[src/rtl/arb_mux_if.sv]
// Handshake bundle for arb_mux: NCH valid/ready producers in, one valid/ready consumer out.
interface arb_mux_if #(
  parameter int WIDTH = 32,
  parameter int NCH   = 4
);
  localparam int SELW = $clog2(NCH);

  logic [NCH*WIDTH-1:0] in_data;
  logic [NCH-1:0]       in_valid;
  logic [NCH-1:0]       in_ready;
  logic [WIDTH-1:0]     out_data;
  logic [SELW-1:0]      out_sel;
  logic                 out_valid;
  logic                 out_ready;

  modport master (
    output in_data, in_valid, out_ready,
    input  in_ready, out_data, out_sel, out_valid
  );

  modport slave (
    input  in_data, in_valid, out_ready,
    output in_ready, out_data, out_sel, out_valid
  );
endinterface

[src/rtl/arb_mux.sv]
// Registered N-channel arbitrating mux: fixed-priority or round-robin grant into a
// one-deep output register that can drain and refill in the same cycle.
module arb_mux #(
  parameter int WIDTH = 32,
  parameter int NCH   = 4
) (
  input  logic       clk,
  input  logic       rst_n,
  input  logic       mode,
  arb_mux_if.slave   bus
);
  localparam int SELW = $clog2(NCH);

  typedef enum logic {EMPTY, FULL} state_t;

  state_t            state_reg, state_next;
  logic [WIDTH-1:0]  data_reg, data_next;
  logic [SELW-1:0]   sel_reg, sel_next;
  logic [SELW-1:0]   ptr_reg, ptr_next;

  logic [WIDTH-1:0]  chan_data [NCH];
  logic [SELW-1:0]   fixed_grant, rr_grant, grant;
  logic              any_valid, can_load, xfer;
  int                rr_idx;

  generate
    for (genvar gi = 0; gi < NCH; gi++) begin : g_chan
      assign chan_data[gi]    = bus.in_data[gi*WIDTH +: WIDTH];
      assign bus.in_ready[gi] = xfer && (grant == SELW'(gi));
    end
  endgenerate

  // Descending scans so the last hit, i.e. the first in search order, wins.
  always_comb begin
    fixed_grant = '0;
    for (int i = NCH - 1; i >= 0; i--) begin
      if (bus.in_valid[i]) fixed_grant = SELW'(i);
    end
  end

  always_comb begin
    rr_grant = '0;
    rr_idx   = 0;
    for (int i = NCH; i >= 1; i--) begin
      rr_idx = int'(ptr_reg) + i;
      if (rr_idx >= NCH) rr_idx = rr_idx - NCH;
      if (bus.in_valid[rr_idx]) rr_grant = SELW'(rr_idx);
    end
  end

  assign grant     = mode ? rr_grant : fixed_grant;
  assign any_valid = |bus.in_valid;
  assign can_load  = (state_reg == EMPTY) || bus.out_ready;
  // rst_n gates in_ready so no producer sees an accept while reset is held.
  assign xfer      = rst_n && can_load && any_valid;

  always_comb begin
    state_next = state_reg;
    data_next  = data_reg;
    sel_next   = sel_reg;
    ptr_next   = ptr_reg;
    if (xfer) begin
      state_next = FULL;
      data_next  = chan_data[grant];
      sel_next   = grant;
      ptr_next   = grant;
    end else if (state_reg == FULL && bus.out_ready) begin
      state_next = EMPTY;
    end
  end

  always_ff @(posedge clk or negedge rst_n) begin
    if (!rst_n) begin
      state_reg <= EMPTY;
      data_reg  <= '0;
      sel_reg   <= '0;
      ptr_reg   <= SELW'(NCH - 1);
    end else begin
      state_reg <= state_next;
      data_reg  <= data_next;
      sel_reg   <= sel_next;
      ptr_reg   <= ptr_next;
    end
  end

  assign bus.out_valid = (state_reg == FULL);
  assign bus.out_data  = data_reg;
  assign bus.out_sel   = sel_reg;
endmodule

[src/flat_wrapper.sv]
// flat-port wrapper written by rule: the top's interface ports become plain ports
module arb_mux_flat 
#(
  parameter int WIDTH = 32,
  parameter int NCH   = 4
)
  (clk, rst_n, mode, bus_in_data, bus_in_valid, bus_out_ready, bus_in_ready, bus_out_data, bus_out_sel, bus_out_valid);
  arb_mux_if #(.WIDTH(WIDTH), .NCH(NCH)) bus_i ();
  input  logic clk;
  input  logic rst_n;
  input  logic mode;
  input wire logic [$bits(bus_i.in_data)-1:0] bus_in_data;
  input wire logic [$bits(bus_i.in_valid)-1:0] bus_in_valid;
  input wire logic [$bits(bus_i.out_ready)-1:0] bus_out_ready;
  output wire logic [$bits(bus_i.in_ready)-1:0] bus_in_ready;
  output wire logic [$bits(bus_i.out_data)-1:0] bus_out_data;
  output wire logic [$bits(bus_i.out_sel)-1:0] bus_out_sel;
  output wire logic [$bits(bus_i.out_valid)-1:0] bus_out_valid;
  assign bus_i.in_data = bus_in_data;
  assign bus_i.in_valid = bus_in_valid;
  assign bus_i.out_ready = bus_out_ready;
  assign bus_in_ready = bus_i.in_ready;
  assign bus_out_data = bus_i.out_data;
  assign bus_out_sel = bus_i.out_sel;
  assign bus_out_valid = bus_i.out_valid;
  arb_mux #(.WIDTH(WIDTH), .NCH(NCH)) u_core (.clk(clk), .rst_n(rst_n), .mode(mode), .bus(bus_i));
endmodule
[config.mk]
export PLATFORM = sky130hd
export DESIGN_NAME = arb_mux_flat
export DESIGN_NICKNAME = d
export VERILOG_FILES = /design/src/rtl/arb_mux_if.sv /design/src/rtl/arb_mux.sv /design/src/flat_wrapper.sv
export SDC_FILE = /design/constraint.sdc
export NUM_CORES = 1
export LEC_CHECK = 0
export CORE_MARGIN = 2
export CORE_UTILIZATION = 37
export DETAILED_ROUTE_END_ITERATION = 8
export GPL_ROUTABILITY_DRIVEN = 0
export PLACE_DENSITY = 0.88
export RECOVER_POWER = 100
export SYNTH_ARGS = -nofsm -noshare
export SYNTH_HDL_FRONTEND = slang
export SYNTH_SLANG_ARGS = --single-unit
export TNS_END_PERCENT = 10
[constraint.sdc]
create_clock -name clk -period 4.5 [get_ports clk]
set_input_delay 0.45 -clock clk [delete_from_list [all_inputs] [get_ports clk]]
set_output_delay 0.45 -clock clk [all_outputs]
set_load 0.02 [all_outputs]
==> metrics.md <==
| Metric | Value |
|---|---|
| Outcome | `complete, but fails checks` |
| Violated checks | `max-capacitance violations, max-slew violations` |
| Final Hold Fails | `0` |
| Gr busiest metal | `met2` |
| RSZ-0062 raised after global routing | `false` |
| Largest net degree at the start of global routing | `38` |
| Via/cell ratio | `roughly 5.3` |
| Seq/Total Area, Yosys | `39.32%` |
| Worst-skew pair later-pin latency | `between 200 and 300 ps` |
| Core ar. | `around 6300 um^2` |
| Final Net Count | `about 520` |
| Diodes inserted | `0` |
| Util after Layout | `about 66%` |
| Final setup fails | `0` |
| Layout cells sized above 1 | `under 10%` |
| Bufs on Longest Clock Path | `2` |
| Sequential Power Share | `about a third` |
| Met2 GRT Util | `between 40% and 50%` |
| Cts hold-fix bufs | `0` |
| PD cells | `324.5 nW/um^2` |
| Clock power frac | `between 10% and 20%` |
| Initial core utilization | `37.61%` |
| Area leader, netlist | `dfrtp_1` |
| Pre-CTS setup slack | `between 1000 and 1500 ps` |
| Placed cells | `approximately 450` |
| Die Footprint | `7036 um^2` |
| Commonest non-fill, non-tap cell in the layout | `clkdlybuf4s50_1` |
| FMAX | `about 270 MHz` |
| Clk root buf | `clkbuf_8` |
| Post-DRT Antenna Nets | `0` |
| Logic pwr share | `between 40% and 50%` |
| First-pass GRT wire length | `about 13 mm` |
| Grt met1 use | `between 20% and 30%` |
| Max cap viols | `1` |
| Htree depth | `2` |
| Min Hold Slack | `slightly below 500 ps` |
| Row count | `29` |
| GRT overflow | `0` |
| Drt pass-1 iters | `4` |
| Sw frac | `35.81%` |
| Net Switching | `0.4825 mW` |
| IO Pins | `about 180` |
| HP Class | `reg -> reg` |
| Sum of negative setup slack | `0 ps` |
| Top cells by area, synth | `dfrtp_1, mux2i_1, o221ai_1, nand2_1, dfstp_2` |
| Synthesis Warnings | `0` |
| Final WL | `~7.7 mm` |
| Met3 Usage GRT | `6.627%` |
| Synthesized area | `about 2400 um^2` |
| Unique masters post-synth | `29` |
| Crit-path max FO | `20` |
| CTS buffer count | `5` |
| WL/cell | `between 15 and 20 um` |
| Most frequent cells in the layout | `clkdlybuf4s50_1, mux2i_1, dlygate4sd3_1` |
| Synth top area share | `between 30% and 40%` |
| Tmin final | `roughly 3600 ps` |
| Critical Path RT | `4050 ps` |
| Post-CTS Setup Inserts | `0` |
| Cell area after placement | `~4100 um^2` |
| Clock sinks | `37` |
| Syn_area_per_cell | `around 11 um^2` |
| PnR worst setup slack | `roughly 850 ps` |
| Fin crit share | `slightly above 80%` |
| Pleak | `approximately 1.8 nW` |
| # fillers | `between 500 and 600` |
| WS Path Type | `in -> out` |
| GRT Util Overall | `between 20% and 30%` |
| Post-CTS resize count | `0` |
| Setup Skew | `4.306 ps` |
| Crit. End Element | `output port` |
| Worst vdd ir | `178.3 uV` |
| Via count | `roughly 2500` |
| Worst rel slew slack | `-30.74%` |
| Post-Syn Instances | `about 210` |
| Total power | `approximately 1.3 mW` |
| Max reg flops | `32` |
| DR DRC count | `0` |
| Final Cell Area | `~4200 um^2` |
| Vias in the first global route | `between 2000 and 3000` |
| Fin cells | `about 460` |
| Die Span X | `83.88 um` |
| Antenna violations before repair | `0` |
| Clk pin slew, worst setup/hold paths | `~70 ps` |
| Hpwl dp | `6.063 mm` |
| Internal power | `0.8648 mW` |
| Final slew viol count | `38` |
| Die Y | `83.88 um` |
| Mapped Nets | `350` |
| Layout area overhead | `75.83%` |
| CTS tree | `done` |
| Critical path arrival | `approximately 3200 ps` |
| DRT iter0 DRCs | `around 100` |
| Slew @ Worst Pin | `1961 ps` |
| CP Launch Type | `primary input` |
| Port bufs | `174` |
| #FFs+latches synth | `37` |
[cells in the mapped netlist]
| master | instances |
|---|---|
| o21a_1 | 2 |
| dfrtp_1 | 35 |
| nor2b_1 | 2 |
| nand2b_1 | 2 |
| nor2b_4 | 2 |
| nor2_1 | 1 |
| dfstp_2 | 2 |
| a21oi_1 | 2 |
| o221ai_2 | 1 |
| o221ai_1 | 32 |
| a211oi_2 | 1 |
| dlymetal6s2s_1 | 3 |
| o221a_2 | 1 |
| a21o_1 | 2 |
| o2bb2ai_2 | 1 |
| nor2b_2 | 1 |
| buf_4 | 1 |
| o21ai_1 | 1 |
| inv_1 | 1 |
| and2_1 | 2 |
| nor3_1 | 3 |
| nand2_1 | 36 |
| o41ai_2 | 1 |
| buf_6 | 2 |
| nor2_2 | 1 |
| mux2i_1 | 64 |
| buf_2 | 8 |
| buf_8 | 3 |
| nand2_2 | 1 |
[worst max-delay path, stage by stage]
cell and delay, ps:
dlygate4sd3_1 620, o41ai_1 700, nand2b_1 230, buf_4 250, nor3_1 130, and2_1 170
dlygate4sd3_1 640
[final cells by class]
class	instances	area, um^2	area share [%]
clock buffer	6	72.57	1.748
clock inverter	2	10.01	0.2411
inverter	1	3.754	0.09042
multi-input combinational	159	1271	30.62
sequential	37	928.4	22.36
tap	77	96.34	2.321
timing repair buffer	179	1769	42.62
[path summary, 6_finish.rpt]
check	startpoint	to	slack [ps]	cells past startpoint
min in group asynchronous	rst_n	u_core.bus.out_data[12]	930	2
max in group asynchronous	rst_n	u_core.bus.out_data[4]	2440	2
worst max-delay path	bus_in_valid[0]	bus_in_ready[3]	850	7
worst max register to register	u_core.ptr_reg[0]	u_core.bus.out_data[25]	2050	5
worst min register to register	u_core.bus.out_data[22]	u_core.bus.out_data[22]	480	2
worst min-delay path	u_core.bus.out_data[22]	u_core.bus.out_data[22]	480	2
[kinds of logic after synthesis]
group                  synth area share, %
buffers and inverters                6.624
AO/OA/AOI/OAI                        16.75
flip-flops                           39.32
multiplexers                         27.13
AND/OR/NAND/NOR                      10.17
[power by group through the flow]
stage | clock, mW | combinational, mW | sequential [mW]
5_1_grt | 0.245 | 0.708 | 0.477
4_1_cts | 0.229 | 0.700 | 0.470
3_3_place_gp | 0 | 0.682 | 0.469
2_1_floorplan | 0 | 0.260 | 0.571
6_report | 0.222 | 0.660 | 0.465
3_5_place_dp | 0 | 0.697 | 0.476
[routing by layer]
layer	vias up	wire length, um	part of all wire (%)
met5	-	0	0
met4	0	197	2.6
met3	16	736	9.6
met2	137	3926	51
met1	1153	2790	36
li1	1153	-	-
(Power assumes the default switching activity.)
